==> src/rtl/nn_node.sv <==
// nn_node: pipelined neuron computing ReLU(sum(w*x)+bias) saturated to OUTPUT_BITS, latency 3
module nn_node #(
   parameter int N_INPUTS    = 8,
   parameter int WEIGHT_BITS = 5,
   parameter int INPUT_BITS  = 5,
   parameter int SUM_BITS    = 13,
   parameter int OUTPUT_BITS = 8
) (
   input  logic                            clk,
   input  logic                            rst,
   input  logic                            in_valid,
   input  logic [N_INPUTS*INPUT_BITS-1:0]  inputs,
   input  logic [N_INPUTS*WEIGHT_BITS-1:0] weights,
   input  logic [WEIGHT_BITS-1:0]          bias,
   output logic                            out_valid,
   output logic [OUTPUT_BITS-1:0]          outputs
);
   localparam int PB = INPUT_BITS + WEIGHT_BITS + 1;
   localparam int LV = $clog2(N_INPUTS);
   localparam int P  = 1 << LV;
   localparam logic signed [SUM_BITS-1:0] SAT = SUM_BITS'((1 << OUTPUT_BITS) - 1);
   logic signed [PB-1:0]          prod_d [N_INPUTS];
   logic signed [PB-1:0]          prod_q [N_INPUTS];
   logic signed [WEIGHT_BITS-1:0] bias_d, bias_q;
   logic signed [SUM_BITS-1:0]    sum_d, sum_q, tree_root;
   logic [OUTPUT_BITS-1:0]        out_d, out_q;
   logic [2:0]                    vld_d, vld_q;
   // binary tree padded to a power of two; missing leaves read as zero
   for (genvar l = 0; l <= LV; l++) begin : g_lvl
      logic signed [SUM_BITS-1:0] node [P >> l];
      for (genvar j = 0; j < (P >> l); j++) begin : g_n
         if (l == 0) begin : g_leaf
            if (j < N_INPUTS) begin : g_used
               assign node[j] = SUM_BITS'(prod_q[j]);
            end else begin : g_pad
               assign node[j] = '0;
            end
         end else begin : g_add
            assign node[j] = g_lvl[l-1].node[2*j] + g_lvl[l-1].node[2*j+1];
         end
      end
   end
   assign tree_root = g_lvl[LV].node[0];
   always_comb begin
      for (int k = 0; k < N_INPUTS; k++)
         prod_d[k] = in_valid ? PB'($signed(weights[k*WEIGHT_BITS +: WEIGHT_BITS]))
                              * PB'($signed({1'b0, inputs[k*INPUT_BITS +: INPUT_BITS]})) : prod_q[k];
      bias_d = in_valid ? bias : bias_q;
      sum_d  = vld_q[0] ? tree_root + SUM_BITS'(bias_q) : sum_q;
      out_d  = !vld_q[1] ? out_q :
               (sum_q[SUM_BITS-1] || sum_q == '0) ? '0 :
               (sum_q >= SAT) ? '1 : sum_q[OUTPUT_BITS-1:0];
      vld_d  = {vld_q[1:0], in_valid};
   end
   always_ff @(posedge clk) begin
      if (rst) begin
         for (int k = 0; k < N_INPUTS; k++) prod_q[k] <= '0;
         bias_q <= '0;
         sum_q  <= '0;
         out_q  <= '0;
         vld_q  <= '0;
      end else begin
         for (int k = 0; k < N_INPUTS; k++) prod_q[k] <= prod_d[k];
         bias_q <= bias_d;
         sum_q  <= sum_d;
         out_q  <= out_d;
         vld_q  <= vld_d;
      end
   end
   assign out_valid = vld_q[2];
   assign outputs   = out_q;
endmodule

==> config.mk <==
export PLATFORM = sky130hd
export DESIGN_NAME = nn_node
export DESIGN_NICKNAME = d
export VERILOG_FILES = /design/src/rtl/nn_node.sv
export SDC_FILE = /design/constraint.sdc
export NUM_CORES = 1
export LEC_CHECK = 0
export BUFFER_PORTS_ARGS = -buffer_cell sky130_fd_sc_hd__buf_4
export CAP_MARGIN = 0
export CORE_ASPECT_RATIO = 0.7
export CORE_MARGIN = 2
export CORE_UTILIZATION = 35
export DETAILED_ROUTE_END_ITERATION = 16
export GPL_TIMING_DRIVEN = 0
export PLACE_DENSITY = 0.63
export REMOVE_ABC_BUFFERS = 1
export SYNTH_ARGS = -nofsm -noshare
export SYNTH_HDL_FRONTEND = slang
export SYNTH_SLANG_ARGS = --single-unit
==> constraint.sdc <==
create_clock -name clk -period 6.5 [get_ports clk]
set_input_delay 1.3 -clock clk [delete_from_list [all_inputs] [get_ports clk]]
set_output_delay 1.3 -clock clk [all_outputs]
set_load 0.005 [all_outputs]
==> results.cfg <==
[synth]
async_reset_ff_share_pct = 0
yosysTopAreaCellShare_pct = 23.0
syn-cell-area_sq_um = 13700
syn_area_per_cell_sq_um = 8.70
synth_edf_count = 0
yosys-top-cells-area = fa_1 (23%), ha_1 (17%), dfxtp_1 (17%)
yosysTopAreaCell = fa_1
synthFlopType = dfxtp_1
synth.distinct_cells = 52
yosys_register_bits = 117
seq_area_frac_synth_pct = 17.1
yosys_warnings = 0
syn_inst = 1570

[critical_path]
path_class = input port to flip-flop
required_ns = 6.82
critPathCaptureType = flip-flop
r2r_slack_ns = 1.88
rr_worst_depth = 14
r2r-start = bias_q[4]
r2r-end = sum_q[11]
cp-endpoint = prod_q[0][10]
path_max_fanout = 5
critPathLaunchType = input port
critPathArrivalTime_ns = 5.09
startpoint = inputs[0]

[clock_tree]
max-clock-path-buffers = 2
post_cts_buffers = 0
cts_buffers = 17
insertion_delay_ns = 0.43
cts_hold_buffers = 0
cts_tree = built
cts_resized = 0
cts.sinks = 117
path_clk_slew_ns = 0.06
cts_max_level = 4
cts.root.buffer_cell = clkbuf_16

[cells_and_area]
areaGrowthSynthToFinish_pct = 13.4
drive_above_1_share_pct = 8.24
final_nets = 2072
n_antenna_cell = 0
postLayoutCoreUtil_pct = 40.3
stdcell_area_sq_um = 15500
fillers = 3915

[drt]
wl_per_cell_um = 14.7
drtIter0Drc = 717
via_count = 10649
remaining_drc_errors = 0
dr.pass1.iters = 5
drt-vias-per-instance = 4.89
detail-route-antenna-nets = 0
wl_mm = 32.0

[die]
io_pins = 97
die_area_sq_um = 40600
rows = 60
coreArea_sq_um = 38400
die_h_um = 169
initial_core_util_pct = 35.5
dieWidth_um = 240

[sta]
min_period_ns = 4.77
fin_skew_ns = 0.00687
relSlewSlack_pct = 8.26
rsz0062_at_grt = false
setup_viol = 0
finalSetupTns_ns = 0
hold_viol_final = 0
worst_slack_ns = 1.73
worstMarginPinSlew_ns = 1.38
fin_crit_sh_pct = 73.4
max_freq_mhz = 210
slew_violations = 0

[placed_design]
gp_congestion = 0.826
dpl_worst_slack_ns = 1.32
placed_area_sq_um = 14900
io_buffers = 96
hpwl_mm = 25.7

[grt]
grt_overflow_total = 0
track_usage_pct = 16.9
grt_pass1_vias = 10859
antenna_found_initial = 0
grt_pass1_wl_mm = 55.1
grt_max_degree = 100

[power_and_ir_drop]
p_total_w = 0.00472
vdd_ir_drop_max_uv = 390
p_leak_nw = 7.40
power_per_cell_area_nw_per_um2 = 305

[run]
max-cap-violations = 0

[min_path]
min_path_type = flip-flop to flip-flop

[status]
status = finished clean
-- registers in the layout, summed over array words and instances, names as in the netlist --
| name | count |
|---|---|
| prod_q | 88 |
| sum_q | 13 |
| outputs | 8 |
| bias_q | 5 |
| vld_q | 3 |
-- Yosys cell counts, drive strengths merged, types with 2 or more instances --
| cell | instances |
|---|---|
| a21oi | 38 |
| nor4b | 11 |
| a21o | 4 |
| nor3 | 65 |
| a311o | 5 |
| o21bai | 6 |
| ha | 189 |
| nand4 | 11 |
| and2 | 99 |
| mux2i | 38 |
| o31a | 9 |
| o41ai | 6 |
| o21ai | 38 |
| fa | 157 |
| a31oi | 13 |
| inv | 289 |
| o31ai | 3 |
| or4 | 2 |
| a21boi | 9 |
| buf | 13 |
| or3 | 2 |
| o211ai | 18 |
| a211oi | 12 |
| nor2b | 33 |
| nor2 | 104 |
| dfxtp | 117 |
| nand2 | 116 |
| o21a | 16 |
| nand2b | 34 |
| nor3b | 13 |
| a41oi | 2 |
| o221ai | 2 |
| xnor2 | 5 |
| clkbuf | 36 |
| o311ai | 14 |
| mux2 | 5 |
| nand3 | 20 |
| nand4b | 7 |
-- final cells by class --
cell class                 count  area, sq um  share of cell area [%]
multi-input combinational   1115        10000                    64.8
sequential                   117         2340                    15.1
inverter                     289         1090                    7.02
timing repair buffer          98          779                    5.03
tap                          527          659                    4.26
clock buffer                  21          460                    2.97
clock inverter                10          130                   0.840
-- cells in the final DEF, fill, tap and decap left out, types with 12 or more instances in the layout --
cell type  instances
clkbuf_16         17
dfxtp_1          117
buf_4             95
o311ai_0          12
nor3b_1           13
o21a_1            16
inv_1            287
nor2_1           104
and2_1            99
nand2b_1          34
a31oi_1           13
a211oi_1          12
fa_1             157
o21ai_0           38
nand3_1           20
nor2b_1           32
nor3_1            65
nand2_1          116
a21oi_1           38
mux2i_1           38
ha_1             189
o211ai_1          18
-- stage by stage --
stage,cells,hold WS (ns)
floorplan,1521,0.435
finish,2177,0.469
global placement,2144,0.455
global route,2177,0.485
detailed placement,2146,0.460
CTS,2177,0.468
-- per-layer routing --
layer / GRT usage [%] / vias up / part of all wire, %
met2: 24.8 / 201 / 42
met4: 3.02 / 0 / 0.73
met3: 2.99 / 20 / 4.2
li1: - / 5290 / -
met5: 0 / - / 0
met1: 25.7 / 5138 / 53
-- cell families (layout without fill, tap and decap cells) --
kind of cell / after synthesis / in the layout / synth area share [%]
muxes: 43 / 43 / 3.20
and+or+nand+nor: 520 / 520 / 19.5
buffers and inverters: 338 / 418 / 9.39
DFF: 117 / 117 / 17.1
AOI/OAI and AO/OA: 201 / 201 / 10.1
adders and majority gates: 346 / 346 / 40.3
xor gates and xnor gates: 5 / 5 / 0.321
-- critical path, stage by stage --
cell and delay [ns]:
buf_4 0.13, nand2b_1 0.16, fa_1 0.51, fa_1 0.53, fa_1 0.60, inv_1 0.05
ha_1 0.28, a21oi_1 0.18, o21ai_0 0.21, o41ai_1 0.42, mux2_2 0.39, a311o_1 0.32
-- report_power, final --
part | switching [W] | internal (W) | leakage (nW)
sequential | 0.0000823 | 0.000818 | 0.962
combinational | 0.00165 | 0.00120 | 6.15
clock | 0.000350 | 0.000616 | 0.288
-- worst min path at each step --
stage,slack (ns),cells past startpoint,from,to
after floorplan,0.43,2,prod_q[0][22],prod_q[0][22]
after global placement,0.45,2,prod_q[1][0],prod_q[1][0]
after detailed placement,0.46,2,prod_q[0][33],prod_q[0][33]
after CTS,0.47,2,prod_q[0][33],prod_q[0][33]
after global routing,0.49,2,outputs[6],outputs[6]
final,0.47,2,prod_q[0][22],prod_q[0][22]
No activity file was read; power rests on OpenSTA's default activity.
